## config.mk

```make
export PLATFORM = sky130hd
export DESIGN_NAME = uart_console
export DESIGN_NICKNAME = d
export VERILOG_FILES = /design/src/rtl/uart_pkg.sv /design/src/rtl/uart_baud_gen.sv /design/src/rtl/uart_console.sv
export SDC_FILE = /design/constraint.sdc
export NUM_CORES = 1
export LEC_CHECK = 0
export CAP_MARGIN = 20
export CORE_AREA = 2 2 90 66
export CTS_BUF_LIST = sky130_fd_sc_hd__clkbuf_8
export DETAILED_ROUTE_END_ITERATION = 7
export DIE_AREA = 0 0 92 68
export PLACE_DENSITY = 0.7
export SLEW_MARGIN = 30
export SYNTH_ARGS = -nofsm -noshare
export SYNTH_HDL_FRONTEND = slang
export SYNTH_SLANG_ARGS = --single-unit
```

## constraint.sdc

```tcl
create_clock -name clk -period 6.3 [get_ports clk]
set_clock_uncertainty 0.15 [all_clocks]
set_input_delay 1.26 -clock clk [delete_from_list [all_inputs] [get_ports clk]]
set_output_delay 1.26 -clock clk [all_outputs]
set_load 0.03 [all_outputs]
```

## src/rtl/uart_pkg.sv

```systemverilog
// Shared constants and state encodings for the UART console.
package uart_pkg;

  localparam int unsigned DIV16_DEFAULT = 326;
  localparam int unsigned BITS          = 8;
  localparam int unsigned OVERSAMPLE    = 16;
  localparam int unsigned TICK_W        = $clog2(OVERSAMPLE);
  localparam int unsigned BIT_IDX_W     = $clog2(BITS);

  typedef enum logic [1:0] {
    TX_IDLE,
    TX_START,
    TX_DATA,
    TX_STOP
  } tx_state_t;

  typedef enum logic [2:0] {
    RX_IDLE,
    RX_START,
    RX_DATA,
    RX_STOP,
    RX_WAIT_HIGH
  } rx_state_t;

endpackage

```

## src/rtl/uart_baud_gen.sv

```systemverilog
// Free-running 16x oversample tick generator shared by TX and RX.
module uart_baud_gen
  import uart_pkg::*;
#(
  parameter int unsigned DIV16 = DIV16_DEFAULT
) (
  input  logic clk,
  input  logic reset,
  output logic tick
);

  localparam int unsigned CNT_W = $clog2(DIV16);
  localparam logic [CNT_W-1:0] LAST = CNT_W'(DIV16 - 1);

  logic [CNT_W-1:0] count;

  // Count 0..DIV16-1 and wrap.
  always_ff @(posedge clk) begin
    if (reset) begin
      count <= '0;
    end else if (count == LAST) begin
      count <= '0;
    end else begin
      count <= count + 1'b1;
    end
  end

  assign tick = (count == LAST);

endmodule

```

## src/rtl/uart_console.sv

```systemverilog
// 8N1 UART transmitter and receiver sharing one oversample tick.
module uart_console
  import uart_pkg::*;
#(
  parameter int unsigned DIV16 = DIV16_DEFAULT
) (
  input  logic       clk,
  input  logic       reset,
  input  logic [7:0] tx_data,
  input  logic       tx_load,
  output logic       tx_ready,
  output logic       rs232_tx,
  input  logic       rs232_rx,
  output logic [7:0] rx_data,
  output logic       rx_valid,
  input  logic       rx_ack,
  output logic       rx_overrun,
  output logic       rx_frame_err
);

  localparam logic [TICK_W-1:0]    TICK_LAST = TICK_W'(OVERSAMPLE - 1);
  localparam logic [TICK_W-1:0]    TICK_MID  = TICK_W'(OVERSAMPLE / 2 - 1);
  localparam logic [BIT_IDX_W-1:0] BIT_LAST  = BIT_IDX_W'(BITS - 1);

  logic tick;

  uart_baud_gen #(.DIV16(DIV16)) u_baud_gen (
    .clk   (clk),
    .reset (reset),
    .tick  (tick)
  );

  // Transmitter state and next-state signals
  tx_state_t            tx_state, tx_state_n;
  logic [TICK_W-1:0]    tx_tick_cnt, tx_tick_cnt_n;
  logic [BIT_IDX_W-1:0] tx_bit_idx, tx_bit_idx_n;
  logic [7:0]           tx_shift, tx_shift_n;
  logic                 tx_line_n;
  logic                 tx_ready_n;

  // Receiver state and next-state signals
  rx_state_t            rx_state, rx_state_n;
  logic [TICK_W-1:0]    rx_tick_cnt, rx_tick_cnt_n;
  logic [BIT_IDX_W-1:0] rx_bit_idx, rx_bit_idx_n;
  logic [7:0]           rx_shift, rx_shift_n;
  logic [7:0]           rx_data_n;
  logic                 rx_valid_n, rx_overrun_n, rx_frame_err_n;
  logic                 rx_meta, rx_sync;
  logic                 deliver, frame_bad;

  // Transmitter registers.
  always_ff @(posedge clk) begin
    if (reset) begin
      tx_state    <= TX_IDLE;
      tx_tick_cnt <= '0;
      tx_bit_idx  <= '0;
      tx_shift    <= '0;
      rs232_tx    <= 1'b1;
      tx_ready    <= 1'b1;
    end else begin
      tx_state    <= tx_state_n;
      tx_tick_cnt <= tx_tick_cnt_n;
      tx_bit_idx  <= tx_bit_idx_n;
      tx_shift    <= tx_shift_n;
      rs232_tx    <= tx_line_n;
      tx_ready    <= tx_ready_n;
    end
  end

  // Transmitter next state: each bit held for 16 ticks, LSB first.
  always_comb begin
    tx_state_n    = tx_state;
    tx_tick_cnt_n = tx_tick_cnt;
    tx_bit_idx_n  = tx_bit_idx;
    tx_shift_n    = tx_shift;
    tx_line_n     = rs232_tx;
    unique case (tx_state)
      TX_IDLE: begin
        tx_line_n = 1'b1;
        if (tx_load) begin
          tx_state_n    = TX_START;
          tx_shift_n    = tx_data;
          tx_tick_cnt_n = '0;
          tx_line_n     = 1'b0;
        end
      end
      TX_START: begin
        if (tick) begin
          tx_tick_cnt_n = tx_tick_cnt + 1'b1;
          if (tx_tick_cnt == TICK_LAST) begin
            tx_state_n   = TX_DATA;
            tx_bit_idx_n = '0;
            tx_line_n    = tx_shift[0];
          end
        end
      end
      TX_DATA: begin
        if (tick) begin
          tx_tick_cnt_n = tx_tick_cnt + 1'b1;
          if (tx_tick_cnt == TICK_LAST) begin
            if (tx_bit_idx == BIT_LAST) begin
              tx_state_n = TX_STOP;
              tx_line_n  = 1'b1;
            end else begin
              tx_bit_idx_n = tx_bit_idx + 1'b1;
              tx_shift_n   = {1'b0, tx_shift[7:1]};
              tx_line_n    = tx_shift[1];
            end
          end
        end
      end
      TX_STOP: begin
        if (tick) begin
          tx_tick_cnt_n = tx_tick_cnt + 1'b1;
          if (tx_tick_cnt == TICK_LAST) begin
            tx_state_n = TX_IDLE;
            tx_line_n  = 1'b1;
          end
        end
      end
      default: begin
        tx_state_n = TX_IDLE;
        tx_line_n  = 1'b1;
      end
    endcase
    tx_ready_n = (tx_state_n == TX_IDLE);
  end

  // Receiver registers, including the input synchronizer.
  always_ff @(posedge clk) begin
    if (reset) begin
      rx_meta      <= 1'b1;
      rx_sync      <= 1'b1;
      rx_state     <= RX_IDLE;
      rx_tick_cnt  <= '0;
      rx_bit_idx   <= '0;
      rx_shift     <= '0;
      rx_data      <= '0;
      rx_valid     <= 1'b0;
      rx_overrun   <= 1'b0;
      rx_frame_err <= 1'b0;
    end else begin
      rx_meta      <= rs232_rx;
      rx_sync      <= rx_meta;
      rx_state     <= rx_state_n;
      rx_tick_cnt  <= rx_tick_cnt_n;
      rx_bit_idx   <= rx_bit_idx_n;
      rx_shift     <= rx_shift_n;
      rx_data      <= rx_data_n;
      rx_valid     <= rx_valid_n;
      rx_overrun   <= rx_overrun_n;
      rx_frame_err <= rx_frame_err_n;
    end
  end

  // Receiver next state: mid-bit sampling, then delivery and status flags.
  always_comb begin
    rx_state_n    = rx_state;
    rx_tick_cnt_n = rx_tick_cnt;
    rx_bit_idx_n  = rx_bit_idx;
    rx_shift_n    = rx_shift;
    deliver       = 1'b0;
    frame_bad     = 1'b0;
    unique case (rx_state)
      RX_IDLE: begin
        if (!rx_sync) begin
          rx_state_n    = RX_START;
          rx_tick_cnt_n = '0;
        end
      end
      RX_START: begin
        if (tick) begin
          rx_tick_cnt_n = rx_tick_cnt + 1'b1;
          if (rx_tick_cnt == TICK_MID) begin
            rx_tick_cnt_n = '0;
            rx_bit_idx_n  = '0;
            rx_state_n    = rx_sync ? RX_IDLE : RX_DATA;
          end
        end
      end
      RX_DATA: begin
        if (tick) begin
          rx_tick_cnt_n = rx_tick_cnt + 1'b1;
          if (rx_tick_cnt == TICK_LAST) begin
            rx_shift_n = {rx_sync, rx_shift[7:1]};
            if (rx_bit_idx == BIT_LAST) begin
              rx_state_n = RX_STOP;
            end else begin
              rx_bit_idx_n = rx_bit_idx + 1'b1;
            end
          end
        end
      end
      RX_STOP: begin
        if (tick) begin
          rx_tick_cnt_n = rx_tick_cnt + 1'b1;
          if (rx_tick_cnt == TICK_LAST) begin
            if (rx_sync) begin
              deliver    = 1'b1;
              rx_state_n = RX_IDLE;
            end else begin
              frame_bad  = 1'b1;
              rx_state_n = RX_WAIT_HIGH;
            end
          end
        end
      end
      RX_WAIT_HIGH: begin
        if (rx_sync) begin
          rx_state_n = RX_IDLE;
        end
      end
      default: rx_state_n = RX_IDLE;
    endcase

    rx_data_n      = rx_data;
    rx_valid_n     = rx_valid;
    rx_overrun_n   = rx_overrun;
    rx_frame_err_n = rx_frame_err;
    if (rx_ack) begin
      rx_valid_n     = 1'b0;
      rx_overrun_n   = 1'b0;
      rx_frame_err_n = 1'b0;
    end
    // A byte arriving while the previous one is still unread is dropped.
    if (deliver) begin
      rx_valid_n = 1'b1;
      if (!rx_valid || rx_ack) begin
        rx_data_n = rx_shift;
      end else begin
        rx_overrun_n = 1'b1;
      end
    end
    if (frame_bad) begin
      rx_frame_err_n = 1'b1;
    end
  end

endmodule

```

# Yosys cells after proc, flatten, opt, wreduce, memory -nomap -nowiden
# Cells that the tools add are included.
# totals
ff_bits,59
output_inout_bits,13
# op_classes
add_sub_neg,5
n_eq_ne,33
n_mux,69
n_reduce_logical,23
# ops
cell,count
3-bit two-way mux,20
2-bit != test (second input constant),18
8-bit two-way mux,4
4-bit two-way mux,6
1-bit two-way mux,22
2-bit two-way mux,9
6-bit AND reduction,3
8-bit case mux with 2 select lines,1
3-bit case mux with 5 select lines,1
3-bit case mux with 2 select lines,2
4-bit case mux with 3 select lines,1
2-bit nonzero test,5
9-bit by 1-bit adder with 9-bit output (second input constant),1
3-bit == test (second input constant),3
9-bit == test (second input constant),1
9-bit AND reduction,1
4-bit by 1-bit adder with 4-bit output (second input constant),2
4-bit == test (second input constant),2
2-bit case mux with 4 select lines,1
4-bit case mux with 2 select lines,1
3-bit by 1-bit adder with 3-bit output (second input constant),2
3-bit by 2-bit == test with 1-bit output (second input constant),2
5-bit AND reduction,1
2-bit == test (second input constant),2
15 further kinds,19

# Longest topological paths before layout
# logic_depth
word_depth,6
depth_mapped,8
depth_no_buf,7

# Modules after synthesis
# A second synthesis with hierarchy kept.
# hier_totals
cells_unflattened,302
hier_area_um2,2850.2
# by_module_without_submodules
module,n_inst,cells_each,area_each_um2,seq_area_each_um2
uart_console,1,258,2454.9,1001.0
uart_baud_gen,1,44,395.4,180.2

# Worst setup path after synthesis
# Ideal clock, no wire load.
# synth_path
kind,in2reg
startpoint,input tx_load
endpoint,register tx_shift[0]
setup_ps,128
arrival_ps,2092
required_time_ps,6022
path_slack_ps,3931
stages,5
cell_sequence,nand2_1 -> a21boi_0 -> buf_1 -> mux2i_1 -> nor2_1
# synth_between
elab_chain_len,2
# synth_lines
element,line_no,text
start: declaration,uart_console.sv:10,"input logic tx_load,"
2-bit != test (no line),--,
5-bit AND reduction (no line),--,
end signal: assignment,uart_console.sv:64,tx_shift <= tx_shift_n;
end: declaration,uart_console.sv:37,"logic [7:0] tx_shift, tx_shift_n;"
# Every way passes these cells.
# A chain may end at the register's enable or synchronous reset.

# Worst setup path after layout
# Ends and elaborated chain as after synthesis.

==> results.cfg <==
[synthesis]
ys_ff_latch = 59
synth-seq-area-share_pct = 44.68
synthMuxAreaShare_pct = 12.45
synth_compound_area_share_pct = 10.46
synth_top_family_by_area = simple AND/OR/NAND/NOR gates
synthCells = 296
synth_ff_type = dfxtp_1
synth_area_sq_um = 2644
synth_fa_ha_area_share_pct = 3.786
synth.avg_cell_area_sq_um = 8.932
synthArstFlopShare_pct = 0
ys_warn_count = 0
synth_nets = 317
synth_cell_types = 43
synth_edf_count = 0
synth_xor_area_share_pct = 2.982
synth-simple-area-share_pct = 22.67

[clock_network]
cts_sinks = 59
insertion_delay_ns = 0.33
cts.repair.resized = 0
root_buffer = clkbuf_8
htreeDepth = 3
cts_setup_buffers = 0
cts_buffers = 9
clockBufferDepth = 2
cts_tree = done
clk_pin_slew_ns = 0.06
hold_buffers = 0

[route]
drtPass1Iterations = 4
ant_nets = 0
via_count = 2062
totalWireLength_um = 4882
drc = 0
drt-initial-drc-count = 126
via_per_inst = 5.142
routedWlPerCell_um = 12.17

[place]
numPortBuffers = 25
gp_congestion = 0.8005
dp_hpwl_um = 3321
dp_cells = 385
placed_area_sq_um = 2947

[worst_hold_path]
hold_path_class = register to register
hold_start = rx_meta
hold_end = rx_sync
holdPathStages = 1

[sta]
setup_viol = 0
fmaxAchievable_mhz = 343.0
tns_ns = 0
slew_headroom_pct = 50.00
period_minus_slack_ns = 2.916
grt_setup_unrepaired = no
worstMarginPinSlew_ns = 0.7433
fin_crit_sh_pct = 46.28
drv_slew = 0
hold_viol_final = 0

[grt]
grt.overflow.total = 0
grt_pass1_vias = 1859
grt_max_degree = 53
grt_usage_pct = 17.37
grt_pass1_wl_um = 8362
antenna_found_initial = 0

[cells_and_area]
layout_commonest_cell = dfxtp_1
final_area_sq_um = 3153
fin_nets = 342
final_cell_mix = 59 x dfxtp_1, 54 x nor2_1, 25 x mux2i_1, 25 x clkdlybuf4s50_1, 23 x a21oi_1
layout-drive-gt1-share_pct = 8.589
final_util_pct = 57.67
instances_no_fill = 401
antenna-diode-count = 0
syn_to_final_growth_pct = 19.26

[critical_path]
cp-start-kind = input pin
crit_path_end_kind = register
crit_fanout = 5
r2r_slack_ns = 3.71
reg2reg_from = u_baud_gen.count[5]
worstSetupPathType = input pin to register
rr_worst_depth = 5
cp.arrival_ns = 2.97
required_ns = 6.35
r2r-end = rx_shift[3]

[power]
leakagePower_nw = 1.234
seqPwrFrac_pct = 49.5
p_per_area_nw_per_um2 = 248.1
peakVddDrop_v = 0.0001673
sw_frac_of_total_pct = 21.53
p_int_mw = 0.6138
clkPwrFrac_pct = 44.7
combinationalPowerShare_pct = 5.8
power_mw = 0.7821
p_sw_mw = 0.1684

[floorplanning]
initial_core_util_pct = 48.35
core_sq_um = 5468
pin_count = 26
dieArea_sq_um = 6256
num_rows = 23
die_w_um = 92
die_y_um = 68

[run_status]
status = completed

[flow_run]
maxCapViolations = 0
[cell families (layout without fill, tap and decap cells)]
group           count (synthesis)  in the layout
mux                            32             32
simple gates                  122            122
compound gates                 47             47
xor+xnor                        9              9
fa+ha+maj                       8              8
buf+inv                        19             49
flops                          59             59
[power groups by stage]
| stage | clock network (mW) | registers [mW] | logic, mW |
|---|---|---|---|
| 6_report | 0.350 | 0.387 | 0.0452 |
| 5_1_grt | 0.378 | 0.388 | 0.0502 |
| 4_1_cts | 0.360 | 0.387 | 0.0456 |
| 3_5_place_dp | 0 | 0.395 | 0.0453 |
| 3_3_place_gp | 0 | 0.395 | 0.0447 |
| 2_1_floorplan | 0 | 0.395 | 0.0288 |
[per-stage QoR]
stage          setup slack (ns)  hold slack [ns]
2_1_floorplan             3.931           0.2395
3_3_place_gp              3.087           0.2470
3_5_place_dp              3.017           0.2466
4_1_cts                   3.370           0.2689
5_1_grt                   3.209           0.2886
6_report                  3.384           0.2644
[synth_stat cells, types with 2 or more instances]
library cell	n	area (sq um)
nand2b_1	8	50.05
nand2_1	14	52.55
ha_1	8	100.1
dfxtp_1	59	1181
nor2_1	54	202.7
xor2_1	4	35.03
nor3_1	8	40.04
mux2_2	7	78.83
o21ai_0	11	55.05
or2_2	3	18.77
xnor2_1	5	43.79
buf_1	2	7.510
a21oi_1	23	115.1
nand4b_1	2	17.52
nand3b_1	3	22.52
mux2i_1	25	250.2
inv_1	6	22.52
or3_1	5	31.28
nand3_1	16	80.08
clkbuf_1	10	37.54
[worst max-delay path by stage]
stage	startpoint	to	depth (start not counted)
after floorplan	tx_load	tx_shift[0]	5
after global placement	tx_load	tx_shift[3]	6
after detailed placement	tx_load	tx_shift[0]	6
after CTS	tx_load	tx_shift[0]	6
after global routing	tx_load	tx_shift[1]	6
final	tx_load	tx_shift[0]	6
[area by class of cell]
type	count	area, sq um
multi-input cells	218	1384
flip-flops and latches	59	1181
clock buffers	12	165.2
repair buffers	27	265.3
inverters	6	22.52
well taps	75	93.84
clock inverters	4	41.29
fillers	491	2315
[sequential cells by signal, indices dropped and copies added, names as in the netlist, 2 cells and up]
| register | cells |
|---|---|
| tx_tick_cnt | 4 |
| rx_bit_idx | 3 |
| u_baud_gen.count | 9 |
| rx_data | 8 |
| tx_shift | 8 |
| tx_bit_idx | 3 |
| rx_state | 3 |
| rx_tick_cnt | 4 |
| rx_shift | 8 |
| tx_state | 2 |
[routing by layer]
metal	up-vias	track usage [%]	share of wire, %
li1	1079	-	-
met1	941	21.50	51
met2	37	26.29	43
met3	5	8.700	4.8
met4	0	6.530	1.3
met5	-	0	0
[critical path, cell delays in order]
cell	delay [ns]
clkdlybuf4s50_1	0.48
nand2_1	0.10
a21boi_0	0.61
buf_4	0.27
mux2i_1	0.18
nor2_1	0.05
Power figures use the tool's default switching activity.
